## src/rtl/pc_sequencer.sv

```systemverilog
// pc_sequencer: multi-cycle control unit for the zepto core.
// Owns the PC and instruction register, fetches from imem, hands the opcode
// to the PC-select mux, commits its next-PC result in EXEC and sequences
// dmem access and regfile writeback per opcode class.
// Ports:
//   clk, rst                  clock, synchronous active-high reset
//   imem_req/addr/ready/rdata instruction fetch handshake
//   ir_out, opcode_out        latched instruction and its opcode
//   pc_out, next_pc_in        current PC out, next PC from the PC mux
//   dmem_req/we/ready         data access handshake
//   rf_we, wb_sel             regfile write strobe and writeback source
//   retire, halted, illegal   status strobes
module pc_sequencer #(
  parameter logic [15:0] RESET_PC = 16'h0000,
  parameter logic [3:0]  HALT_OP  = 4'b1111,
  parameter logic [3:0]  LOAD_OP  = 4'b1000,
  parameter logic [3:0]  STORE_OP = 4'b1010
) (
  input  logic        clk,
  input  logic        rst,
  output logic        imem_req,
  output logic [15:0] imem_addr,
  input  logic        imem_ready,
  input  logic [15:0] imem_rdata,
  output logic [15:0] ir_out,
  output logic [3:0]  opcode_out,
  output logic [15:0] pc_out,
  input  logic [15:0] next_pc_in,
  output logic        dmem_req,
  output logic        dmem_we,
  input  logic        dmem_ready,
  output logic        rf_we,
  output logic [1:0]  wb_sel,
  output logic        retire,
  output logic        halted,
  output logic        illegal
);
  localparam logic [2:0] S_FETCH  = 3'd0;
  localparam logic [2:0] S_DECODE = 3'd1;
  localparam logic [2:0] S_EXEC   = 3'd2;
  localparam logic [2:0] S_MEM    = 3'd3;
  localparam logic [2:0] S_WB     = 3'd4;
  localparam logic [2:0] S_HALT   = 3'd5;

  logic [2:0]  r_state;
  logic [15:0] r_pc;
  logic [15:0] r_ir;
  logic [1:0]  r_wb_sel;

  logic [3:0] w_op;
  logic       w_halt_op;
  logic       w_is_load;
  logic       w_is_store;
  logic       w_to_mem;
  logic       w_to_wb;
  logic       w_is_illegal;
  logic       w_fetch;
  logic       w_exec;
  logic       w_mem;
  logic       w_wb;
  logic [1:0] w_wb_sel;

  assign w_op         = r_ir[15:12];
  assign w_halt_op    = w_op == HALT_OP;
  assign w_is_load    = w_op == LOAD_OP;
  assign w_is_store   = w_op == STORE_OP;
  assign w_to_mem     = !w_halt_op && (w_is_load || w_is_store);
  assign w_to_wb      = !w_halt_op && !w_to_mem &&
                        (w_op <= 4'b0100 || w_op == 4'b1011 || w_op == 4'b1100);
  assign w_is_illegal = w_op == 4'b1101 || w_op == 4'b1110;
  assign w_wb_sel     = (w_op == 4'b1011 || w_op == 4'b1100) ? 2'b10 :
                        w_is_load ? 2'b01 : 2'b00;

  // Strobes are qualified with !rst so a reset mid-access drops them at once.
  assign w_fetch = !rst && r_state == S_FETCH;
  assign w_exec  = !rst && r_state == S_EXEC;
  assign w_mem   = !rst && r_state == S_MEM;
  assign w_wb    = !rst && r_state == S_WB;

  assign imem_req   = w_fetch;
  assign imem_addr  = r_pc;
  assign ir_out     = r_ir;
  assign opcode_out = w_op;
  assign pc_out     = r_pc;
  assign dmem_req   = w_mem;
  assign dmem_we    = w_mem && w_is_store;
  assign rf_we      = w_wb;
  assign wb_sel     = r_wb_sel;
  assign halted     = !rst && r_state == S_HALT;
  assign illegal    = w_exec && w_is_illegal;
  // EXEC retires everything that neither touches memory nor writes back (incl. halt).
  assign retire     = (w_exec && !w_to_mem && !w_to_wb) ||
                      (w_mem && dmem_ready && w_is_store) || w_wb;

  always_ff @(posedge clk) begin
    if (rst) begin
      r_state  <= S_FETCH;
      r_pc     <= RESET_PC;
      r_ir     <= 16'h0000;
      r_wb_sel <= 2'b00;
    end else begin
      case (r_state)
        S_FETCH: if (imem_ready) begin
          r_ir    <= imem_rdata;
          r_state <= S_DECODE;
        end
        S_DECODE: r_state <= S_EXEC;
        S_EXEC: begin
          if (!w_halt_op) r_pc <= next_pc_in;
          if (w_to_wb) r_wb_sel <= w_wb_sel;
          r_state <= w_halt_op ? S_HALT : w_to_mem ? S_MEM : w_to_wb ? S_WB : S_FETCH;
        end
        S_MEM: if (dmem_ready) begin
          if (w_is_load) r_wb_sel <= w_wb_sel;
          r_state <= w_is_load ? S_WB : S_FETCH;
        end
        S_WB: r_state <= S_FETCH;
        S_HALT: r_state <= S_HALT;
        default: r_state <= S_FETCH;
      endcase
    end
  end
endmodule
```

## config.mk

```make
export PLATFORM = sky130hd
export DESIGN_NAME = pc_sequencer
export DESIGN_NICKNAME = d
export VERILOG_FILES = /design/src/rtl/pc_sequencer.sv
export SDC_FILE = /design/constraint.sdc
export NUM_CORES = 1
export LEC_CHECK = 0
export ABC_CLOCK_PERIOD_IN_PS = 1700
export CAP_MARGIN = 25
export CORE_UTILIZATION = 39
export DETAILED_ROUTE_END_ITERATION = 8
export PLACE_DENSITY = 0.9
export RECOVER_POWER = 50
export SLEW_MARGIN = 20
export SYNTH_ARGS = -nofsm -noshare
export SYNTH_HDL_FRONTEND = slang
export SYNTH_SLANG_ARGS = --single-unit
export TNS_END_PERCENT = 10
```

## constraint.sdc

```tcl
create_clock -name clk -period 1.7 [get_ports clk]
set_input_delay 0.34 -clock clk [delete_from_list [all_inputs] [get_ports clk]]
set_output_delay 0.34 -clock clk [all_outputs]
set_load 0.03 [all_outputs]
```

==> results of run 1 <==
==> cell families (layout without fill, tap and decap cells) <==
kind of cell	count (synthesis)	count (layout)	synth area share [%]
buffers and inverters	40	132	14.4
and+or+nand+nor	97	97	26.7
xor gates and xnor gates	1	1	0.497
DFF	37	37	42.0
AOI/OAI and AO/OA	50	50	16.5
==> layer usage <==
layer / global-route usage, % / vias to the layer above / share of wire [%] / routed length [um]
met5: 0 / - / 0 / 0
met4: 7.94 / 0 / 2.1 / 100
met2: 35.1 / 61 / 51 / 2450
met3: 6.40 / 9 / 6.2 / 298
li1: - / 905 / - / -
met1: 23.2 / 832 / 41 / 1960
==> per-stage QoR <==
stage                     cell area (um2)  total power (uW)  instances  utilization (%)  setup TNS (ns)
final                                2800              2110        369             64.2          -0.326
after global placement               2790              1540        361             64.1           -1.32
after floorplan                      1820              1300        225                -          -0.532
after CTS                            2910              2150        369             66.9          -0.311
after global routing                 2800              2220        369             64.2          -0.856
after detailed placement             2790              1560        361             64.1           -1.14
==> layout by cell type, fill, tap and decap left out, types with 3 or more instances in the layout <==
cell	netlist	layout
nand2_1	66	64
clkdlybuf4s50_1	0	57
a21oi_1	37	36
dfxtp_1	37	31
clkbuf_1	5	24
buf_4	23	19
dlygate4sd2_1	0	8
buf_6	1	8
nor2_1	5	5
clkbuf_8	0	5
dfxtp_2	0	4
inv_1	3	3
==> cell usage after synthesis (2+ instances only) <==
cell / instances / area [um2]
a21oi_1: 37 / 185
and2_1: 2 / 12.5
buf_2: 8 / 40.0
buf_4: 23 / 173
clkbuf_1: 5 / 18.8
dfxtp_1: 37 / 741
inv_1: 3 / 11.3
nand2_1: 66 / 248
nand2b_1: 2 / 12.5
nand3_1: 2 / 10.0
nand4_1: 2 / 12.5
nor2_1: 5 / 18.8
nor2b_1: 2 / 12.5
nor3_1: 3 / 15.0
nor3b_2: 2 / 25.0
nor4_1: 2 / 12.5
nor4b_1: 2 / 17.5
==> worst max-delay path, cell delays in order (launching register included) <==
cell,delay [ns]
dfxtp_2,0.34
and2b_1,0.22
nand3_2,0.12
nor3_4,0.05
a221o_2,0.35
buf_6,0.14
==> area by class of cell <==
cell class | instances | share of cell area (%)
Timing Repair Buffer | 121 | 36.3
Multi-Input combinational cell | 148 | 30.9
Sequential cell | 37 | 26.9
Clock buffer | 5 | 2.46
Tap cell | 52 | 2.33
Clock inverter | 3 | 0.582
Inverter | 3 | 0.403
==> how the worst min path moves through the flow <==
| stage | to | slack [ns] | cells after the start |
|---|---|---|---|
| floorplan | ir_out[15] | 0.47 | 2 |
| global placement | wb_sel[0] | 0.44 | 2 |
| detailed placement | wb_sel[0] | 0.44 | 2 |
| CTS | wb_sel[0] | 0.45 | 2 |
| global route | ir_out[5] | 0.47 | 2 |
| finish | wb_sel[0] | 0.45 | 2 |
==> sequential cells by signal (all words and copies together) (netlist names) <==
signal	cells
imem_addr	16
ir_out	16
r_state	3
wb_sel	2
==> repair_timing <==
item	in CTS	in global routing
gates resized for setup	25	35
hold buffers	0	0
pin swaps	2	1
endpoints found under the setup margin	15	34
==> power by group <==
| group | leakage [uW] | internal, uW | switching [uW] |
|---|---|---|---|
| clock | 0.0000482 | 284 | 305 |
| sequential | 0.000305 | 912 | 29.0 |
| combinational | 0.000732 | 259 | 319 |
==> flow_metrics.env, run 1 <==
export IMPL_drcViolationCount=0
export IMPL_hold_viol_final=0
export IMPL_ant_nets=0
export IMPL_vias_per_cell=4.90
export IMPL_p_leak_uw=0.00109
export IMPL_arrival_ns=1.51
export IMPL_status="finished with violations"
export IMPL_clockRootBuffer="clkbuf_8"
export IMPL_grt_setup_unrepaired="true"
export IMPL_drv_cap=0
export IMPL_min_from="wb_sel[0]"
export IMPL_fin_nets=352
export IMPL_die_y_um=69.3
export IMPL_slew_headroom_pct=74.0
export IMPL_antenna_found_initial=0
export IMPL_synth_edff_count=0
export IMPL_multi_input_area_um2=865
export IMPL_cp_endpoint="retire"
export IMPL_seq_area_frac_synth_pct=42.0
export IMPL_violations="negative setup slack"
export IMPL_io_buffer_count=96
export IMPL_layout_min_cycle_time_ns=1.85
export IMPL_worst_skew_pair_late_latency_ns=0.28
export IMPL_grt_start_max_net_pins=21
export IMPL_cts_buffers=5
export IMPL_avgSynthCellArea_um2=7.84
export IMPL_cts_num_sinks=37
export IMPL_ys_warn_count=0
export IMPL_hpwl_um=3410
export IMPL_tightest_slew_ns=0.391
export IMPL_r2r_start="r_state[0]"
export IMPL_cts_tree="built"
export IMPL_place_ws_ns=-0.377
export IMPL_endpoint_kind="primary output"
export IMPL_syn_area_um2=1760
export IMPL_ff2ff_path_depth=7
export IMPL_clockBufferDepth=2
export IMPL_io_pins=97
export IMPL_fin_skew_ns=0.00345
export IMPL_drive_above_1_share_pct=19.9
export IMPL_htree_levels=2
export IMPL_synth_cell_types=39
export IMPL_drv_slew=0
export IMPL_areaGrowthSynthToFinish_pct=58.4
export IMPL_gr_total_overflow=0
export IMPL_worstHoldPathType="register to register"
export IMPL_setup_violations=4
export IMPL_powerDensity_nw_per_um2=754
export IMPL_chipWidth_um=69.3
export IMPL_period_share_pct=109
export IMPL_r2r_end="imem_addr[10]"
export IMPL_critPathLaunchType="register"
export IMPL_crit_path_start="r_state[2]"
export IMPL_postCtsSetupRepairBufs=0
export IMPL_seq_area_um2=753
export IMPL_cp_max_fo=2
export IMPL_n_fill_cell=385
export IMPL_core_um2=4350
export IMPL_synth_fp_nets=261
export IMPL_fp_row_count=24
export IMPL_antenna_diode_count=0
export IMPL_syn_inst=225
export IMPL_ys_seq_elements=37
export IMPL_ir_worst_vdd_uv=501
export IMPL_grt_pass1_vias=1684
export IMPL_drt_pass1_iter_count=4
export IMPL_required_ns=1.36
export IMPL_grt_total_usage_pct=20.3
export IMPL_rrSetupSlack_ns=0.03
export IMPL_hold_ws_ns=0.448
export IMPL_grt_pass1_wl_um=7820
export IMPL_setup_slack_ns=-0.147
export IMPL_wirelength_um=4810
export IMPL_async_reset_ff_share_pct=0
export IMPL_vias=1807
export IMPL_routabilityCongestion=0.807
export IMPL_wl_per_cell_um=13.0
export IMPL_initial_core_util_pct=40.5
export IMPL_drt_iter0_drc=109
export IMPL_fmax_mhz=541
export IMPL_dieArea_um2=4800
export IMPL_synthFlopType="dfxtp_1"
export IMPL_clk_pin_slew_ns=0.07
export IMPL_worstSetupPathType="register to primary output"
(Power assumes the default switching activity.)
==> run 2: changes to the inputs <==
SKIP_CTS_REPAIR_TIMING = 1   (was default)
==> run 2 against run 1 <==
The flow still finishes with violations (negative setup slack). Worst setup slack got worse by 0.020 ns. Sequential power about the same. Global-route usage decreased by 0.22 points. Critical path depth unchanged. Worst hold slack improved by 0.00075 ns. Combinational power decreased by 1%. Clock-buffer cell count unchanged. Largest cell class unchanged.
==> flow_metrics.env, run 2 (synthesis results as in run 1) <==
export IMPL_p_clk_share_pct=28.0
export IMPL_sw_frac_of_total_pct=30.9
export IMPL_seq_area_um2=748
export IMPL_critPathSlowestCell="dfxtp_1"
export IMPL_ant_nets=0
export IMPL_worst_skew_pair_late_latency_ns=0.28
export IMPL_grt_pass1_vias=1676
export IMPL_fp_row_count=24
export IMPL_crit_path_start="r_state[2]"
export IMPL_io_buffer_count=96
export IMPL_drv_slew=0
export IMPL_drcViolationCount=0
export IMPL_hold_depth=2
export IMPL_initial_core_util_pct=40.5
export IMPL_grt_start_max_net_pins=21
export IMPL_setup_tns_final_ns=-0.448
export IMPL_areaGrowthSynthToFinish_pct=56.1
export IMPL_critPathLaunchType="register"
export IMPL_io_pins=97
export IMPL_setup_violations=4
export IMPL_clockRootBuffer="clkbuf_8"
export IMPL_layout_common_cells="nand2_1, clkdlybuf4s50_1, a21oi_1"
export IMPL_drt_iter0_drc=103
export IMPL_cts_buffers=5
export IMPL_tightest_slew_ns=0.404
export IMPL_ff2ff_path_depth=7
export IMPL_n_fill_cell=389
export IMPL_htree_levels=2
export IMPL_drt_pass1_iter_count=5
export IMPL_routabilityCongestion=0.807
export IMPL_min_from="wb_sel[0]"
export IMPL_crit_chain="and2b_1, buf_4, nand2b_1, nor4b_2, buf_4"
export IMPL_gr_total_overflow=0
export IMPL_drive_above_1_share_pct=18.0
export IMPL_arrival_ns=1.53
export IMPL_wirelength_um=4850
export IMPL_powerDensity_nw_per_um2=762
export IMPL_status="finished with violations"
export IMPL_ir_worst_vdd_uv=496
export IMPL_grt_setup_unrepaired="true"
export IMPL_antenna_diode_count=0
export IMPL_grt_pass1_wl_um=7730
export IMPL_clockBufferDepth=2
export IMPL_crit_top_cell="buf_4"
export IMPL_worstHoldPathType="register to register"
export IMPL_path_delay_family="simple AND/OR/NAND/NOR gates"
export IMPL_violations="negative setup slack"
export IMPL_hold_viol_final=0
export IMPL_core_um2=4350
export IMPL_cts_num_sinks=37
export IMPL_drv_cap=0
export IMPL_cp_slowest_stage_delay_ns=0.31
export IMPL_wl_per_cell_um=13.2
export IMPL_intPower_uw=1450
export IMPL_worstSetupPathType="register to primary output"
export IMPL_cp_max_fo=3
export IMPL_crit_buf_inv=2
export IMPL_cp_depth=5
export IMPL_multi_input_area_um2=843
export IMPL_hpwl_um=3410
export IMPL_endpoint_kind="primary output"
export IMPL_r2r_start="r_state[2]"
export IMPL_p_seq_share_pct=44.8
export IMPL_period_share_pct=110
export IMPL_p_leak_uw=0.00110
export IMPL_layout_commonest_cell="nand2_1"
export IMPL_vias=1805
export IMPL_die_y_um=69.3
export IMPL_clk_pin_slew_ns=0.07
export IMPL_fin_nets=352
export IMPL_required_ns=1.36
export IMPL_p_comb_share_pct=27.2
export IMPL_chipWidth_um=69.3
export IMPL_antenna_found_initial=0
export IMPL_layout_min_cycle_time_ns=1.87
export IMPL_dieArea_um2=4800
export IMPL_hold_ws_ns=0.449
export IMPL_grt_total_usage_pct=20.1
export IMPL_setup_slack_ns=-0.167
export IMPL_slew_headroom_pct=73.2
export IMPL_place_ws_ns=-0.377
export IMPL_switchingPower_uw=650
export IMPL_fin_skew_ns=0.00408
export IMPL_cts_tree="built"
export IMPL_fmax_mhz=536
export IMPL_vias_per_cell=4.89
## run 2: changes by cell type in the layout (fill, tap and decap cells not counted), moves of 2 or more
cell and change:
dlygate4sd2_1 -8, buf_4 +5, dlymetal6s2s_1 +4, buf_6 -3, clkbuf_1 +3, dfxtp_1 +2
nand2b_1 +2, nand2b_4 -2
## run 2: worst paths after layout
check	to	slack, ns
worst max-delay path	illegal	-0.17
worst min-delay path	wb_sel[0]	0.45
worst max register to register	imem_addr[10]	0.02
worst min register to register	wb_sel[0]	0.45
## run 2: final cells by class
class | count | area share [%]
clock inverters | 3 | 0.591
multi-input cells | 148 | 30.6
flip-flops and latches | 37 | 27.2
well taps | 52 | 2.36
repair buffers | 121 | 36.3
inverters | 3 | 0.409
clock buffers | 5 | 2.50
## run 2: power groups by stage
stage	registers [uW]	logic, uW	clock network, uW
floorplan	1040	260	0
global placement	958	586	0
detailed placement	960	595	0
CTS	940	598	605
global route	946	616	652
finish	940	572	587
## run 2: per-stage QoR
step                utilization [%]  cells  total power, uW  cell area [um2]
floorplan                         -    225             1300             1820
global placement               64.1    361             1540             2790
detailed placement             64.1    361             1560             2790
CTS                            66.0    369             2140             2870
global route                   63.2    369             2210             2750
finish                         63.2    369             2100             2750
## run 2: worst register-to-register path, stage by stage (launching register included)
cell      delay (ns)
dfxtp_1         0.31
buf_4           0.18
nor3b_2         0.20
clkbuf_1        0.23
and2_0          0.15
clkbuf_4        0.24
nand2_1         0.09
a21oi_1         0.18
## run 2: routing by layer
metal | track usage, % | vias to the layer above | wire length (um)
met1 | 23.1 | 824 | 1960
met2 | 34.4 | 66 | 2450
met5 | 0 | - | 0
met3 | 6.40 | 11 | 319
met4 | 7.94 | 0 | 118
li1 | - | 904 | -
==> run 3: changes to the inputs <==
CAP_MARGIN = 10   (was 25)
==> results of run 3 <==
Final layout, timing and power as in run 2 (identical DEF).
